[config.mk]
export PLATFORM = sky130hd
export DESIGN_NAME = key_conditioner_flat
export DESIGN_NICKNAME = d
export VERILOG_FILES = /design/src/rtl/key_conditioner_if.sv /design/src/rtl/key_conditioner.sv /design/src/flat_wrapper.sv
export SDC_FILE = /design/constraint.sdc
export NUM_CORES = 1
export LEC_CHECK = 0
export CORE_ASPECT_RATIO = 0.7
export CORE_MARGIN = 1
export CORE_UTILIZATION = 51
export CTS_CLUSTER_DIAMETER = 150
export DETAILED_ROUTE_END_ITERATION = 7
export PLACE_DENSITY_LB_ADDON = 0.15
export SETUP_SLACK_MARGIN = 0.2
export SLEW_MARGIN = 5
export SYNTH_ARGS = -nofsm -noshare
export SYNTH_HDL_FRONTEND = slang
export SYNTH_SLANG_ARGS = --single-unit
[constraint.sdc]
create_clock -name clk_btn -period 1.9 [get_ports clk_btn]
set_input_delay 0.475 -clock clk_btn [delete_from_list [all_inputs] [get_ports clk_btn]]
set_output_delay 0.475 -clock clk_btn [all_outputs]
set_load 0.05 [all_outputs]
[src/rtl/key_conditioner_if.sv]
// Key conditioner signal bundle: raw keys and repeat enables in, debounced level and event pulses out.
// The master side drives the keys; the slave side is the conditioner itself.
interface key_conditioner_if #(
  parameter int N_KEYS = 4
);
  logic [N_KEYS-1:0] key_raw;
  logic [N_KEYS-1:0] repeat_en;
  logic [N_KEYS-1:0] key_clean;
  logic [N_KEYS-1:0] press_pulse;
  logic [N_KEYS-1:0] release_pulse;
  logic [N_KEYS-1:0] repeat_pulse;

  modport master (
    output key_raw,
    output repeat_en,
    input  key_clean,
    input  press_pulse,
    input  release_pulse,
    input  repeat_pulse
  );

  modport slave (
    input  key_raw,
    input  repeat_en,
    output key_clean,
    output press_pulse,
    output release_pulse,
    output repeat_pulse
  );
endinterface

[src/rtl/key_conditioner.sv]
// Push-button conditioner: per-key 2-flop synchronizer, persistence debounce,
// press/release edge pulses and an auto-repeat FSM, all in the clk_btn domain.
module key_conditioner #(
  parameter int N_KEYS          = 4,
  parameter int DEBOUNCE_CYCLES = 1000000,
  parameter int REPEAT_DELAY    = 25000000,
  parameter int REPEAT_RATE     = 10000000
) (
  input  logic             clk_btn,
  input  logic             rst_n_btn,
  key_conditioner_if.slave kif
);

  localparam int RP_N = (REPEAT_DELAY > REPEAT_RATE) ? REPEAT_DELAY : REPEAT_RATE;
  localparam int DB_W = $clog2(DEBOUNCE_CYCLES);
  localparam int RP_W = $clog2(RP_N);

  localparam logic [DB_W-1:0] DB_LAST    = DB_W'(DEBOUNCE_CYCLES - 1);
  localparam logic [DB_W-1:0] DB_ONE     = DB_W'(1);
  localparam logic [RP_W-1:0] DELAY_LAST = RP_W'(REPEAT_DELAY - 1);
  localparam logic [RP_W-1:0] RATE_LAST  = RP_W'(REPEAT_RATE - 1);
  localparam logic [RP_W-1:0] RP_ONE     = RP_W'(1);

  typedef enum logic [1:0] {
    ST_IDLE   = 2'd0,
    ST_DELAY  = 2'd1,
    ST_REPEAT = 2'd2
  } rep_state_t;

  logic [N_KEYS-1:0]           sync1_r;
  logic [N_KEYS-1:0]           sync2_r;
  logic [N_KEYS-1:0]           clean_r;
  logic [N_KEYS-1:0]           press_r;
  logic [N_KEYS-1:0]           release_r;
  logic [N_KEYS-1:0]           repeat_r;
  logic [N_KEYS-1:0][DB_W-1:0] db_cnt_r;
  logic [N_KEYS-1:0][RP_W-1:0] rp_cnt_r;
  rep_state_t                  state_r [N_KEYS];

  logic [N_KEYS-1:0] accept_s;
  logic [N_KEYS-1:0] fall_s;
  logic [N_KEYS-1:0] rise_s;
  logic [N_KEYS-1:0] stop_s;

  // Acceptance of a persisted level and the resulting edge/stop conditions.
  always_comb begin
    accept_s = '0;
    for (int i = 0; i < N_KEYS; i++) begin
      if ((sync2_r[i] != clean_r[i]) && (db_cnt_r[i] == DB_LAST)) begin
        accept_s[i] = 1'b1;
      end else begin
        accept_s[i] = 1'b0;
      end
    end
    fall_s = accept_s & ~sync2_r;
    rise_s = accept_s & sync2_r;
    // A release being accepted this edge must beat any repeat expiry.
    stop_s = rise_s | clean_r | ~kif.repeat_en;
  end

  // Two-flop synchronizer on the raw keys, idling high.
  always_ff @(posedge clk_btn or negedge rst_n_btn) begin
    if (!rst_n_btn) begin
      sync1_r <= '1;
      sync2_r <= '1;
    end else begin
      sync1_r <= kif.key_raw;
      sync2_r <= sync1_r;
    end
  end

  // Debounce counters, accepted level and the press/release pulses.
  always_ff @(posedge clk_btn or negedge rst_n_btn) begin
    if (!rst_n_btn) begin
      clean_r   <= '1;
      db_cnt_r  <= '0;
      press_r   <= '0;
      release_r <= '0;
    end else begin
      press_r   <= fall_s;
      release_r <= rise_s;
      for (int i = 0; i < N_KEYS; i++) begin
        if (sync2_r[i] == clean_r[i]) begin
          db_cnt_r[i] <= '0;
        end else if (db_cnt_r[i] == DB_LAST) begin
          clean_r[i]  <= sync2_r[i];
          db_cnt_r[i] <= '0;
        end else begin
          db_cnt_r[i] <= db_cnt_r[i] + DB_ONE;
        end
      end
    end
  end

  // Auto-repeat FSM: only a fresh press with repeat enabled can start it.
  always_ff @(posedge clk_btn or negedge rst_n_btn) begin
    if (!rst_n_btn) begin
      repeat_r <= '0;
      rp_cnt_r <= '0;
      for (int i = 0; i < N_KEYS; i++) begin
        state_r[i] <= ST_IDLE;
      end
    end else begin
      for (int i = 0; i < N_KEYS; i++) begin
        case (state_r[i])
          ST_IDLE: begin
            repeat_r[i] <= 1'b0;
            rp_cnt_r[i] <= '0;
            if (fall_s[i] && kif.repeat_en[i]) begin
              state_r[i] <= ST_DELAY;
            end else begin
              state_r[i] <= ST_IDLE;
            end
          end
          ST_DELAY: begin
            if (stop_s[i]) begin
              repeat_r[i] <= 1'b0;
              rp_cnt_r[i] <= '0;
              state_r[i]  <= ST_IDLE;
            end else if (rp_cnt_r[i] == DELAY_LAST) begin
              repeat_r[i] <= 1'b1;
              rp_cnt_r[i] <= '0;
              state_r[i]  <= ST_REPEAT;
            end else begin
              repeat_r[i] <= 1'b0;
              rp_cnt_r[i] <= rp_cnt_r[i] + RP_ONE;
              state_r[i]  <= ST_DELAY;
            end
          end
          ST_REPEAT: begin
            if (stop_s[i]) begin
              repeat_r[i] <= 1'b0;
              rp_cnt_r[i] <= '0;
              state_r[i]  <= ST_IDLE;
            end else if (rp_cnt_r[i] == RATE_LAST) begin
              repeat_r[i] <= 1'b1;
              rp_cnt_r[i] <= '0;
              state_r[i]  <= ST_REPEAT;
            end else begin
              repeat_r[i] <= 1'b0;
              rp_cnt_r[i] <= rp_cnt_r[i] + RP_ONE;
              state_r[i]  <= ST_REPEAT;
            end
          end
          default: begin
            repeat_r[i] <= 1'b0;
            rp_cnt_r[i] <= '0;
            state_r[i]  <= ST_IDLE;
          end
        endcase
      end
    end
  end

  assign kif.key_clean     = clean_r;
  assign kif.press_pulse   = press_r;
  assign kif.release_pulse = release_r;
  assign kif.repeat_pulse  = repeat_r;

endmodule

[src/flat_wrapper.sv]
// flat-port wrapper written by rule: the top's interface ports become plain ports
module key_conditioner_flat 
#(
  parameter int N_KEYS          = 4,
  parameter int DEBOUNCE_CYCLES = 1000000,
  parameter int REPEAT_DELAY    = 25000000,
  parameter int REPEAT_RATE     = 10000000
)
  (clk_btn, rst_n_btn, kif_key_raw, kif_repeat_en, kif_key_clean, kif_press_pulse, kif_release_pulse, kif_repeat_pulse);
  key_conditioner_if #(.N_KEYS(N_KEYS)) kif_i ();
  input  logic clk_btn;
  input  logic rst_n_btn;
  input wire logic [$bits(kif_i.key_raw)-1:0] kif_key_raw;
  input wire logic [$bits(kif_i.repeat_en)-1:0] kif_repeat_en;
  output wire logic [$bits(kif_i.key_clean)-1:0] kif_key_clean;
  output wire logic [$bits(kif_i.press_pulse)-1:0] kif_press_pulse;
  output wire logic [$bits(kif_i.release_pulse)-1:0] kif_release_pulse;
  output wire logic [$bits(kif_i.repeat_pulse)-1:0] kif_repeat_pulse;
  assign kif_i.key_raw = kif_key_raw;
  assign kif_i.repeat_en = kif_repeat_en;
  assign kif_key_clean = kif_i.key_clean;
  assign kif_press_pulse = kif_i.press_pulse;
  assign kif_release_pulse = kif_i.release_pulse;
  assign kif_repeat_pulse = kif_i.repeat_pulse;
  key_conditioner #(.N_KEYS(N_KEYS), .DEBOUNCE_CYCLES(DEBOUNCE_CYCLES), .REPEAT_DELAY(REPEAT_DELAY), .REPEAT_RATE(REPEAT_RATE)) u_core (.clk_btn(clk_btn), .rst_n_btn(rst_n_btn), .kif(kif_i));
endmodule
# [Word level (Yosys, flattened, before mapping)]
# Cells that the tools add are included.
[word_totals] wordCells=155 output_inout_bits=16 regBits=212
[op_classes] n_mux=72 n_addsub=8 n_eq_ne=28 reduce_logical=16 bitwise=10
[op_table] operator="$mux 25" count=16
[op_table] operator="$pmux 25 s2" count=4
[op_table] operator="$mux 20" count=8
[op_table] operator="$add 25x1->25 const B" count=4
[op_table] operator="$eq 25x24->1 const B" count=4
[op_table] operator="$eq 25x25->1 const B" count=4
[op_table] operator="$add 20x1->20 const B" count=4
[op_table] operator="$eq 20x20->1 const B" count=4
[op_table] operator="$mux 1" count=24
[op_table] operator="$mux 2" count=12
[op_table] operator="$pmux 2 s3" count=4
[op_table] operator="$and 4x4->4" count=2
[op_table] operator="$eq 2x1->1 const B" count=4
[op_table] operator="$eq 2x2->1 const B" count=4
[op_table] operator="$logic_and 1x1->1" count=8
[op_table] operator="$logic_not 2->1" count=4
[op_table] operator="$not 4->4" count=2
[op_table] operator="$or 4x4->4" count=2
[op_table] operator="$pmux 1 s2" count=4
[op_table] operator="$reduce_and 2->1" count=4
[op_table] operator="$eq 1x1->1" count=4
[op_table] operator="$ne 1x1->1" count=4
[op_table] operator="$not 1->1" count=4

# [Depth between registers and ports, before layout]
# Gate-level depths: netlist of the first run.
[logic_depth] word_depth=8 mapped_depth=8 mapped_depth_nobuf=7

# [Least setup slack after synthesis of the first run]
# OpenSTA, ideal clock, no wires.
[synth_path] kind="reg-to-reg" startpoint="reg u_core.rp_cnt_r[22] (netlist bit)" endpoint="reg u_core.rp_cnt_r[19] (netlist bit)" period_less_slack_ns=1.939 n_path_buf=1 path_slack_ns=-0.039 t_arrival_ns=1.820 t_required_ns=1.781 setup_time_ns=0.119 path_stages_with_launch=6 path_cell_list="dfrtp_1 > or4_4 > o41a_1 > o2111ai_4 > buf_6 > nor2_2"
[synth_between] elab_chain_len=4
[synth_lines] element="from (decl)" line="key_conditioner.sv:37" text="logic [N_KEYS-1:0][RP_W-1:0] rp_cnt_r;"
[synth_lines] element="from (signal, indexed assignment)" line="key_conditioner.sv:126" text="rp_cnt_r[i] <= rp_cnt_r[i] + RP_ONE;"
[synth_lines] element="from (signal, indexed assignment)" line="key_conditioner.sv:141" text="rp_cnt_r[i] <= rp_cnt_r[i] + RP_ONE;"
[synth_lines] element="$eq 25x24->1 / $eq 25x25->1 (equally long branches)" line="key_conditioner.sv:135, key_conditioner.sv:120"
[synth_lines] element="$mux 25 (on tied branches)" line="key_conditioner.sv:135, key_conditioner.sv:120"
[synth_lines] element="$mux 25 (on tied branches)" line="key_conditioner.sv:131, key_conditioner.sv:116"
[synth_lines] element="$pmux 25 s2 (*)" line="key_conditioner.sv:105" text="case (state_r[i])"
# Every way passes the cells marked *; elsewhere a longest branch is shown, timed or not.
# A chain may end at the register's enable or synchronous reset.

# [Worst setup path in the final report of the first run]
[layout_path] startpoint="reg u_core.rp_cnt_r[51] (netlist bit)" endpoint="reg u_core.rp_cnt_r[57] (netlist bit)"
[layout_between] elab_chain_len=4
[layout_lines] element="$add 25x1->25, or another cell as far along" line="key_conditioner.sv:126, key_conditioner.sv:141"
[layout_lines] element="$mux 25 (on tied branches)" line="key_conditioner.sv:135, key_conditioner.sv:120"
[layout_lines] element="$mux 25 (on tied branches)" line="key_conditioner.sv:131, key_conditioner.sv:116"
[layout_lines] element="$pmux 25 s2 (*)" line="key_conditioner.sv:105"
# Marks and branches as above.

==> run summary, run 1 <==
Non-Filler Instances: 1549
Fin. Hold Viols: 0
CTS tree: yes
DP Area: 0.01223 mm^2
Largest net degree at the start of global routing: 44
Synthesized area: 0.01063 mm^2
DR vias: 8246
Peak supply drop: 673.7 uV
Seq pwr share: 0.491
Fin nets: 1297
Site Rows: 43
Dpl hpwl: 14740 um
Final worst path period need: 2046 ps
Initial Util: 0.5284
Die X: 174.6 um
Result of the run: complete, but fails checks
Setup CP Type: reg -> reg
CP top delay family: compound AO/OA/AOI/OAI gates
Sum of buffers and inverters on the critical path: 2
Syn nets: 1094
Die area: 0.02144 mm^2
Comb power frac: 0.032
H-tree Lvls: 1
Maximum fanout along the worst path: 5
Routed Antenna Nets: 0
Synth area leaders: dfrtp_1, xor2_1, nor2_1
Via density: 5.323
Max Slew Vio Count: 0
Most common cell after layout, fill and taps aside: dfrtp_1
Worst Setup Start Kind: register
Power Density: 649.3 mW/mm^2
Final instance area: 0.01437 mm^2
Ports: 26
MaxCap Viol Count: 0
Layout area overhead: 35.14%
CTS buffer count: 22
Vias in the first global route: 7763
Avg Cell Area, Syn: 10.03 um^2
Slew of the pin with the lowest slew margin: 437.8 ps
CTS sink cnt: 212
Worst path arrival time: 2440 ps
Setup slack after layout: -145.6 ps
Fin crit share: 1.077
Cell variety after synth: 57
Worst-path clk slew: 60 ps
Hold Crit Class: reg -> reg
Worst-case clock buffer depth: 3
Setup_tns: -6791 ps
Crit path largest cell delay: 410 ps
Pint: 0.007351 W
Sw Share: 0.2121
Initial antenna violation count: 0
Placer Congestion: 0.8117
Main synth FF type: dfrtp_1
Root Buffer Master: clkbuf_16
Post-synth top area share: 0.4707
Chip height: 122.8 um
Setup Viol. Count Final: 73
EDFF count, synth: 0
Diode count: 0
Worst EP required: 2290 ps
Sequential area share after synthesis: 0.5004
Crit-path cells: ha_4 -> nand4_1 -> or2_4 -> o41ai_4 -> a21o_4 -> buf_6 -> buf_6 -> nor2_1
Slowest cell on crit path: dfrtp_1
Total GRT Usage: 0.2153
Clock Skew: 6.815 ps
Most numerous cell on the critical path: buf_6
Worst rel slew slack: 0.7079
Drt total wl: 23870 um
Core ar.: 0.02012 mm^2
1st-iter DRT viols: 621
FF+latch count, synth: 212
Post-synthesis instance total: 1060
Worst-skew pair later-pin latency: 500 ps
Leakage: 5.884 nW
Grt ovf: 0
CP endpoint kind: register
Port Buffers: 25
DR WL/cell: 15.41 um
RSZ-0062 raised after global routing: yes
Most frequent cells in the layout: dfrtp_1, buf_4, nor2_1, xor2_1, nand2_1
First-pass GRT wire length: 37880 um
Ys Warns: 0
Failing checks: setup timing
Fmax: 0.4889 GHz
Largest area contributor in the netlist: dfrtp_1
Dpl cells: 1456
Fraction of registers with async set/reset: 1.000
Net Sw Power: 0.001979 W
Drt drc: 0
Clock share of power: 0.477
Detailed Routing Iterations Pass 1: 7
Layout cells sized above 1: 0.3432
cells by family after synthesis:
logic type,count (synthesis),synth area share
simple gates,567,0.2809
xor+xnor,166,0.1367
mux,3,0.003177
buf+inv,52,0.02271
compound gates,36,0.02789
flops,212,0.5004
fa+ha+maj,24,0.02824
stage by stage:
step | utilization | power [W] | hold slack (ps) | worst slack, ps
global placement | 0.6076 | 0.004900 | 346.2 | -157.5
global route | 0.7141 | 0.009648 | 357.0 | -236.5
finish | 0.7141 | 0.009330 | 356.0 | -145.6
floorplan | - | 0.004722 | 179.4 | -3.681
detailed placement | 0.6076 | 0.004901 | 347.2 | -219.8
CTS | 0.6681 | 0.009385 | 356.0 | -113.6
layout make-up:
cell class | count | area, um^2
clock buffers | 34 | 666.9
clock inverters | 6 | 80.08
fillers | 1433 | 5753
inverters | 30 | 112.6
multi-input cells | 797 | 5954
flip-flops and latches | 212 | 5320
well taps | 270 | 337.8
repair buffers | 200 | 1897
state kept, by name, indices dropped and copies added, names as in the netlist:
| register | flops |
|---|---|
| u_core.kif.press_pulse | 4 |
| u_core.sync2_r | 4 |
| u_core.kif.repeat_pulse | 4 |
| u_core.sync1_r | 4 |
| u_core.state_r | 8 |
| u_core.db_cnt_r | 80 |
| u_core.rp_cnt_r | 100 |
| u_core.kif.key_clean | 4 |
| u_core.kif.release_pulse | 4 |
worst paths after layout:
kind                                          start             endpoint  slack (ps)  cells past startpoint
max in group asynchronous                 rst_n_btn    u_core.sync2_r[3]         820                      3
worst max-delay path            u_core.rp_cnt_r[51]  u_core.rp_cnt_r[57]        -150                      8
worst min-delay path              u_core.sync1_r[1]    u_core.sync2_r[1]         360                      0
worst max register to register  u_core.rp_cnt_r[51]  u_core.rp_cnt_r[57]        -150                      8
worst min register to register    u_core.sync1_r[1]    u_core.sync2_r[1]         360                      0
min in group asynchronous                 rst_n_btn  u_core.db_cnt_r[55]         460                      2
power by group through the flow:
stage	Combinational, W	Sequential [W]	Clock (W)
final	0.000301	0.00458	0.00445
after CTS	0.000250	0.00458	0.00456
after detailed placement	0.000242	0.00466	0
after floorplan	0.0000652	0.00466	0
after global routing	0.000339	0.00458	0.00473
after global placement	0.000241	0.00466	0
synthesized netlist by cell type, types with 3 or more instances:
| cell type | number |
|---|---|
| nand2_1 | 79 |
| ha_1 | 24 |
| nand3_1 | 73 |
| nor2_1 | 174 |
| nor4bb_1 | 3 |
| xnor2_1 | 66 |
| and3_1 | 20 |
| buf_2 | 7 |
| nor2_2 | 40 |
| and4_1 | 14 |
| xor2_1 | 100 |
| o21ai_0 | 6 |
| nor3_1 | 24 |
| nand2b_1 | 4 |
| nor2b_1 | 7 |
| o41a_1 | 4 |
| and2_1 | 5 |
| inv_1 | 30 |
| a21oi_1 | 10 |
| nand3b_1 | 5 |
| or3_1 | 5 |
| mux2_2 | 3 |
| nor4b_1 | 12 |
| nand4_1 | 49 |
| dfstp_2 | 12 |
| dfrtp_1 | 200 |
| nand4b_1 | 3 |
| nor4_1 | 22 |
| buf_6 | 4 |
| clkbuf_1 | 9 |
| nor3b_1 | 8 |
| nor4_2 | 5 |
per-layer routing:
metal,global-route usage,part of all wire,vias up
met3,0.02850,0.037,24
li1,-,-,4042
met1,0.3374,0.50,4022
met4,0.04674,0.013,0
met5,0,0,-
met2,0.3165,0.45,158
worst reg2reg max path: stages, from the launching register on:
cell and delay, ps:
dfrtp_1 410, ha_4 170, nand4_1 120, or2_4 320
o41ai_4 410, a21o_4 260, buf_6 120, buf_6 100
nor2_1 40
repair_timing:
action                                 4_1_cts  5_1_grt
setup buffers                               19       25
setup endpoints to repair                  194      198
endpoints found under the hold margin       33        0
gates cloned                                 1        7
gates resized for setup                     67      148
pin swaps                                   11       36
hold buffers                                 1        0
No activity file was read; power rests on OpenSTA's default activity.
==> inputs of run 2 (changes only) <==
--- a/config.mk
+++ b/config.mk
@@ -10,6 +10,7 @@
 export CORE_UTILIZATION = 51
 export CTS_CLUSTER_DIAMETER = 150
 export DETAILED_ROUTE_END_ITERATION = 7
+export HOLD_SLACK_MARGIN = 0.1
 export PLACE_DENSITY_LB_ADDON = 0.15
 export SETUP_SLACK_MARGIN = 0.2
 export SLEW_MARGIN = 5
==> results of run 2 <==
The final DEF is identical to that of run 1; final timing and power are the same.
==> inputs of run 3 (changes only) <==
--- a/config.mk
+++ b/config.mk
@@ -13,7 +13,7 @@
 export HOLD_SLACK_MARGIN = 0.1
 export PLACE_DENSITY_LB_ADDON = 0.15
 export SETUP_SLACK_MARGIN = 0.2
-export SLEW_MARGIN = 5
+export SLEW_MARGIN = 20
 export SYNTH_ARGS = -nofsm -noshare
 export SYNTH_HDL_FRONTEND = slang
 export SYNTH_SLANG_ARGS = --single-unit
==> results of run 3 <==
The final DEF is identical to that of run 1; final timing and power are the same.
==> variant 1: new RTL, config.mk and constraints of run 3 <==
`REPEAT_RATE` is set to 10000000 in 2 places; all go to 20000000.
--- a/src/rtl/key_conditioner.sv
+++ b/src/rtl/key_conditioner.sv
@@ -4,7 +4,7 @@
   parameter int N_KEYS          = 4,
   parameter int DEBOUNCE_CYCLES = 1000000,
   parameter int REPEAT_DELAY    = 25000000,
-  parameter int REPEAT_RATE     = 10000000
+  parameter int REPEAT_RATE     = 20000000
 ) (
   input  logic             clk_btn,
   input  logic             rst_n_btn,
--- a/src/flat_wrapper.sv
+++ b/src/flat_wrapper.sv
@@ -4,7 +4,7 @@
   parameter int N_KEYS          = 4,
   parameter int DEBOUNCE_CYCLES = 1000000,
   parameter int REPEAT_DELAY    = 25000000,
-  parameter int REPEAT_RATE     = 10000000
+  parameter int REPEAT_RATE     = 20000000
 )
   (clk_btn, rst_n_btn, kif_key_raw, kif_repeat_en, kif_key_clean, kif_press_pulse, kif_release_pulse, kif_repeat_pulse);
   key_conditioner_if #(.N_KEYS(N_KEYS)) kif_i ();
Formal check against the unedited RTL: no difference found for any inputs over 10 cycles, from zero or initial values and one cycle with rst_n_btn low; that may be too few to reach the edited logic, so the function may still have changed.
==> variant 1 against run 3 <==
Cell area decreased by 2.6%; synthesized area decreased by 2.6%; total power decreased by 0.51%; clock skew increased by 0.0026 ns; highest routed layer unchanged; critical endpoint is now u_core.rp_cnt_r[98]; first-iteration DRC count decreased by 7.1%; the flow still finishes with violations (negative setup slack); sequential cell count unchanged; wire length decreased by 3.9%; die area decreased by 2.5%; critical path type unchanged; setup slack got worse by 0.21 ns.
==> variant 1: results (changes against run 3) <==
\begin{tabular}{lr}
\hline
Metric & Value \\
\hline
\multicolumn{2}{l}{\textbf{Yosys}} \\
\quad Instance count of the mapped netlist & 1050 (-0.94\%) \\
\quad Cell types occupying the most area after synthesis & dfrtp\_1 48\%, nor2\_1 8.0\%, xnor2\_1 7.0\% \\
\multicolumn{2}{l}{\textbf{Timing}} \\
\quad Setup violation total in the final timing report & 104 (+42\%) \\
\quad Clock skew after layout & 0.00946 ns (+0.00265 ns) \\
\quad Fin worst setup slack & -0.358 ns (-0.212 ns) \\
\quad Pin slew with the least headroom to its limit & 0.549 ns (+0.111 ns) \\
\multicolumn{2}{l}{\textbf{Worst setup path}} \\
\quad Top fanout value on the critical path & 25 (+20) \\
\quad Worst path max stage delay & 0.52 ns (+0.11 ns) \\
\quad R2r worst-path depth & 6 (-2) \\
\quad Slowest cell on the critical path & or4\_4 \\
\quad R2r startpoint & u\_core.rp\_cnt\_r[84] \\
\quad Worst reg2reg endpoint & u\_core.rp\_cnt\_r[98] \\
\quad Crit path max-delay family & simple AND/OR/NAND/NOR gates \\
\quad Arrival time of data at the critical path endpoint & 2.64 ns (+0.20 ns) \\
\multicolumn{2}{l}{\textbf{Placement}} \\
\quad Instance area at placement & 11800 µm² (-3.3\%) \\
\quad Number of instances in the placed design & 1427 (-2.0\%) \\
\quad Placer Congestion & 0.828 (+2.0\%) \\
\multicolumn{2}{l}{\textbf{Global route}} \\
\quad Number of global-route vias before repair & 7704 (-0.76\%) \\
\quad Pin count of the biggest net entering global routing & 59 (+34\%) \\
\multicolumn{2}{l}{\textbf{Power and ir drop}} \\
\quad Leakage power figure & 5.69 nW (-3.2\%) \\
\quad Peak supply drop & 0.540 mV (-20\%) \\
\multicolumn{2}{l}{\textbf{Finish}} \\
\quad Fill cell instance count of the final layout & 1431 (-0.14\%) \\
\quad Total number of nets in the final design & 1272 (-1.9\%) \\
\multicolumn{2}{l}{\textbf{Drt}} \\
\quad Via count of the routed design & 8179 (-0.81\%) \\
\quad Average via count per standard cell & 5.37 (+0.88\%) \\
\quad Average wire per standard cell & 15.1 µm (-2.3\%) \\
\quad Drt first-iter violations & 577 (-7.1\%) \\
\multicolumn{2}{l}{\textbf{Outcome}} \\
\quad Outcome & finished, violations left \\
\quad Failing checks & negative setup slack \\
\multicolumn{2}{l}{\textbf{Hold path}} \\
\quad Worst Hold Path EP & u\_core.sync2\_r[2] \\
\hline
\end{tabular}
==> variant 1: changes by cell type after synthesis, moves of 6 or more <==
cell,delta
nor2_1,+46
nor2_2,-40
xor2_1,-18
xnor2_1,+17
nand2_1,-14
and2_1,+8
clkbuf_1,+7
nor3_1,+7
and3_1,+6
nand3_1,-6
==> variant 1: kinds of logic (layout without fill, tap and decap cells) <==
logic type | after synthesis | count (layout) | synth area share (%)
multiplexers | 2 | 2 | 0.217
flip-flops | 212 | 212 | 51.4
adder cells (fa/ha/maj) | 24 | 24 | 2.90
XOR/XNOR | 165 | 165 | 13.9
AND/OR/NAND/NOR | 562 | 562 | 27.0
AO/OA/AOI/OAI | 33 | 33 | 2.50
buffers and inverters | 52 | 255 | 2.05
==> variant 1: cell type report <==
type | count | area [µm²] | area share, %
repair buffers | 184 | 1840 | 13.1
clock buffers | 30 | 642 | 4.59
clock inverters | 9 | 100 | 0.715
inverters | 32 | 120 | 0.858
multi-input cells | 786 | 5640 | 40.3
flip-flops and latches | 212 | 5320 | 38.0
well taps | 270 | 338 | 2.41
==> variant 1: worst max path at each step <==
stage                          end  slack, ns  depth (start not counted)
2_1_floorplan  u_core.rp_cnt_r[80]      -0.28                          6
3_3_place_gp     u_core.state_r[1]      -0.34                          5
3_5_place_dp     u_core.state_r[1]      -0.43                          5
4_1_cts        u_core.rp_cnt_r[98]      -0.37                          6
5_1_grt        u_core.rp_cnt_r[98]      -0.48                          6
6_report       u_core.rp_cnt_r[98]      -0.36                          6
==> variant 1: where the power goes <==
group	switching [mW]	total [mW]	internal [mW]	leakage (nW)
combinational	0.170	0.283	0.113	2.42
clock	1.79	4.42	2.63	0.364
sequential	0.0245	4.58	4.55	2.91
total	1.98	9.28	7.30	5.69
==> variant 1: through the flow <==
stage	worst slack [ns]	util, %	TNS (ns)	hold slack, ns
2_1_floorplan	-0.281	-	-12.77	0.179
3_3_place_gp	-0.341	59.6	-13.60	0.346
3_5_place_dp	-0.425	59.6	-14.55	0.347
4_1_cts	-0.366	67.6	-17.73	0.352
5_1_grt	-0.479	70.5	-31.50	0.359
6_report	-0.358	70.5	-22.22	0.355
==> variant 1: layer usage <==
layer / track usage (%) / share of wire [%] / wire length (µm)
met1: 34.4 / 50 / 11500
met2: 32.4 / 44 / 10200
met3: 3.42 / 3.5 / 800
met4: 5.25 / 2.1 / 473
met5: 0 / 0 / 0
==> variant 1: what timing repair did <==
action                                  in CTS  in global routing
endpoints found under the setup margin     165                177
pin swaps                                   40                 49
gates cloned                                 7                  2
hold buffers                                 1                  0
hold endpoints to repair                    30                  0
setup buffers                               27                 20
gates resized for setup                    107                 98
==> variant 2: new RTL, config.mk and constraints of run 3 <==
Made on the original files. Make the reset (`rst_n_btn`) synchronous in 3 clocked blocks.
--- a/src/rtl/key_conditioner.sv
+++ b/src/rtl/key_conditioner.sv
@@ -59,7 +59,7 @@
   end
 
   // Two-flop synchronizer on the raw keys, idling high.
-  always_ff @(posedge clk_btn or negedge rst_n_btn) begin
+  always_ff @(posedge clk_btn) begin
     if (!rst_n_btn) begin
       sync1_r <= '1;
       sync2_r <= '1;
@@ -70,7 +70,7 @@
   end
 
   // Debounce counters, accepted level and the press/release pulses.
-  always_ff @(posedge clk_btn or negedge rst_n_btn) begin
+  always_ff @(posedge clk_btn) begin
     if (!rst_n_btn) begin
       clean_r   <= '1;
       db_cnt_r  <= '0;
@@ -93,7 +93,7 @@
   end
 
   // Auto-repeat FSM: only a fresh press with repeat enabled can start it.
-  always_ff @(posedge clk_btn or negedge rst_n_btn) begin
+  always_ff @(posedge clk_btn) begin
     if (!rst_n_btn) begin
       repeat_r <= '0;
       rp_cnt_r <= '0;
Function: no difference found for any inputs over 10 cycles, from zero or initial values and one cycle with rst_n_btn low; that may be too few to reach the edited logic, so the function may still have changed.
==> variant 2 against run 3 <==
The run still ends with negative setup slack left; sequential cell count unchanged; setup slack improved by 0.023 ns; combinational power increased by 13%; total power decreased by 1.8%; synthesized area decreased by 8.1%; first-iteration DRC count decreased by 24%; cell area decreased by 7.4%; wire length decreased by 1.4%; critical path type unchanged.
==> variant 2: results (changes against run 3) <==
\begin{tabular}{lr}
\hline
Metric & Value \\
\hline
\multicolumn{2}{l}{\textbf{Yosys}} \\
\quad Async set-reset flop share out of synthesis & 0\% (-100 points) \\
\quad Number of synthesized flops with an enable pin & 8 (+8) \\
\quad Cell types occupying the most area after synthesis & dfxtp\_1 42\%, nor2\_1 8.4\%, xor2\_1 8.1\% \\
\quad Sequential element share of the synthesized area & 44.2\% (-5.8 points) \\
\quad Most numerous cell types in the synthesized netlist & 219 x nor2\_1, 204 x dfxtp\_1, 90 x xor2\_1, 88 x nand2\_1, 84 x nand3\_1 \\
\quad Dominant synthesized flop cell & dfxtp\_1 \\
\quad YS warnings & 0 (unchanged) \\
\quad Synth cell types & 59 (+3.5\%) \\
\quad Instance count of the mapped netlist & 1127 (+6.3\%) \\
\quad Mapped Nets & 1161 (+6.1\%) \\
\multicolumn{2}{l}{\textbf{Timing}} \\
\quad Fin worst setup slack & -0.123 ns (+0.0230 ns) \\
\quad Pin slew with the least headroom to its limit & 0.499 ns (+0.0609 ns) \\
\quad Setup violation total in the final timing report & 105 (+44\%) \\
\quad Clock skew after layout & 0.00966 ns (+0.00285 ns) \\
\multicolumn{2}{l}{\textbf{Placement}} \\
\quad Placer Congestion & 0.798 (-1.7\%) \\
\quad HPWL reported at the end of detailed placement & 14300 µm (-2.7\%) \\
\quad Pre-CTS worst setup slack & -0.275 ns (-0.0556 ns) \\
\quad Number of instances in the placed design & 1480 (+1.6\%) \\
\multicolumn{2}{l}{\textbf{Global route}} \\
\quad Global-route wire length before repair & 36800 µm (-3.0\%) \\
\quad Total global-route track usage & 22.2\% (+0.66 points) \\
\quad Number of global-route vias before repair & 7670 (-1.2\%) \\
\quad Pin count of the biggest net entering global routing & 21 (-52\%) \\
\multicolumn{2}{l}{\textbf{Drt}} \\
\quad Average wire per standard cell & 15.0 µm (-2.4\%) \\
\quad Drt first pass iters & 5 (-2) \\
\quad Average via count per standard cell & 5.38 (+1.1\%) \\
\multicolumn{2}{l}{\textbf{Worst setup path}} \\
\quad Arrival time of data at the critical path endpoint & 2.41 ns (-0.03 ns) \\
\quad Top fanout value on the critical path & 6 (+1) \\
\multicolumn{2}{l}{\textbf{Outcome}} \\
\quad Failing checks & negative setup slack \\
\quad Outcome & finished, violations left \\
\multicolumn{2}{l}{\textbf{Power and ir drop}} \\
\quad Leakage power figure & 4.59 nW (-22\%) \\
\multicolumn{2}{l}{\textbf{Finish}} \\
\quad Fill cell instance count of the final layout & 1375 (-4.0\%) \\
\quad Total number of nets in the final design & 1346 (+3.8\%) \\
\hline
\end{tabular}
-- variant 2: cell types whose count changed after synthesis, sizes merged, moves of 11 or more --
cell   change
dfrtp    -200
and3      +13
nand3     +11
nor3      +13
dfxtp    +204
dfstp     -12
-- variant 2: path summary, 6_finish.rpt --
kind	depth (start not counted)	start	slack, ns	end
max	5	u_core.rp_cnt_r[93]	-0.12	u_core.rp_cnt_r[86]
max reg2reg	5	u_core.rp_cnt_r[93]	-0.12	u_core.rp_cnt_r[86]
min reg2reg	1	u_core.sync1_r[3]	0.42	u_core.sync2_r[3]
min	1	u_core.sync1_r[3]	0.42	u_core.sync2_r[3]
-- variant 2: worst max-delay path, cell delays in order (launching register included) --
cell,delay [ns]
dfxtp_2,0.32
or4b_4,0.52
or3_4,0.43
o41ai_4,0.29
a21o_2,0.28
nor2_1,0.05
-- variant 2: kinds of logic after synthesis --
| kind of cell | after synthesis | synth area share, % |
|---|---|---|
| AOI/OAI and AO/OA | 43 | 3.34 |
| xor gates and xnor gates | 163 | 14.6 |
| adders and majority gates | 24 | 3.07 |
| buffers and inverters | 60 | 2.67 |
| DFF | 212 | 44.2 |
| muxes | 1 | 0.102 |
| and+or+nand+nor | 624 | 32.0 |
-- variant 2: layout make-up --
class,instances,area (µm²),share of cell area (%)
clock buffers,29,629,4.73
well taps,236,295,2.22
inverters,34,128,0.959
multi-input cells,859,6050,45.5
flip-flops and latches,212,4360,32.8
clock inverters,11,92.6,0.696
repair buffers,183,1750,13.2
-- variant 2: metal layers --
| metal | vias to the layer above | share of wire, % | track usage (%) |
|---|---|---|---|
| li1 | 4279 | - | - |
| met1 | 3944 | 50 | 33.1 |
| met2 | 166 | 45 | 33.9 |
| met3 | 31 | 4.0 | 3.23 |
| met4 | 0 | 1.5 | 4.53 |
| met5 | - | 0 | 0 |
-- variant 2: power breakdown --
part	internal (mW)	switching (mW)	total, mW
Clock	2.49	1.81	4.30
Sequential	4.50	0.0239	4.52
Combinational	0.157	0.184	0.340
Total	7.14	2.02	9.16
-- variant 2: metrics by stage --
| step | setup TNS [ns] | area (µm²) | hold slack [ns] | utilization [%] |
|---|---|---|---|---|
| floorplan | -0.180 | 9880 | 0.386 | - |
| global placement | -13.19 | 11200 | 0.405 | 60.9 |
| detailed placement | -15.97 | 11200 | 0.399 | 60.9 |
| CTS | -5.68 | 12500 | 0.427 | 68.0 |
| global route | -14.37 | 13300 | 0.447 | 72.4 |
| finish | -6.60 | 13300 | 0.418 | 72.4 |
-- variant 2: timing repair --
item / in CTS / in global routing
gates cloned: 8 / 9
resized for setup: 69 / 155
setup buffers: 13 / 14
endpoints found under the setup margin: 196 / 203
pin swaps: 18 / 48
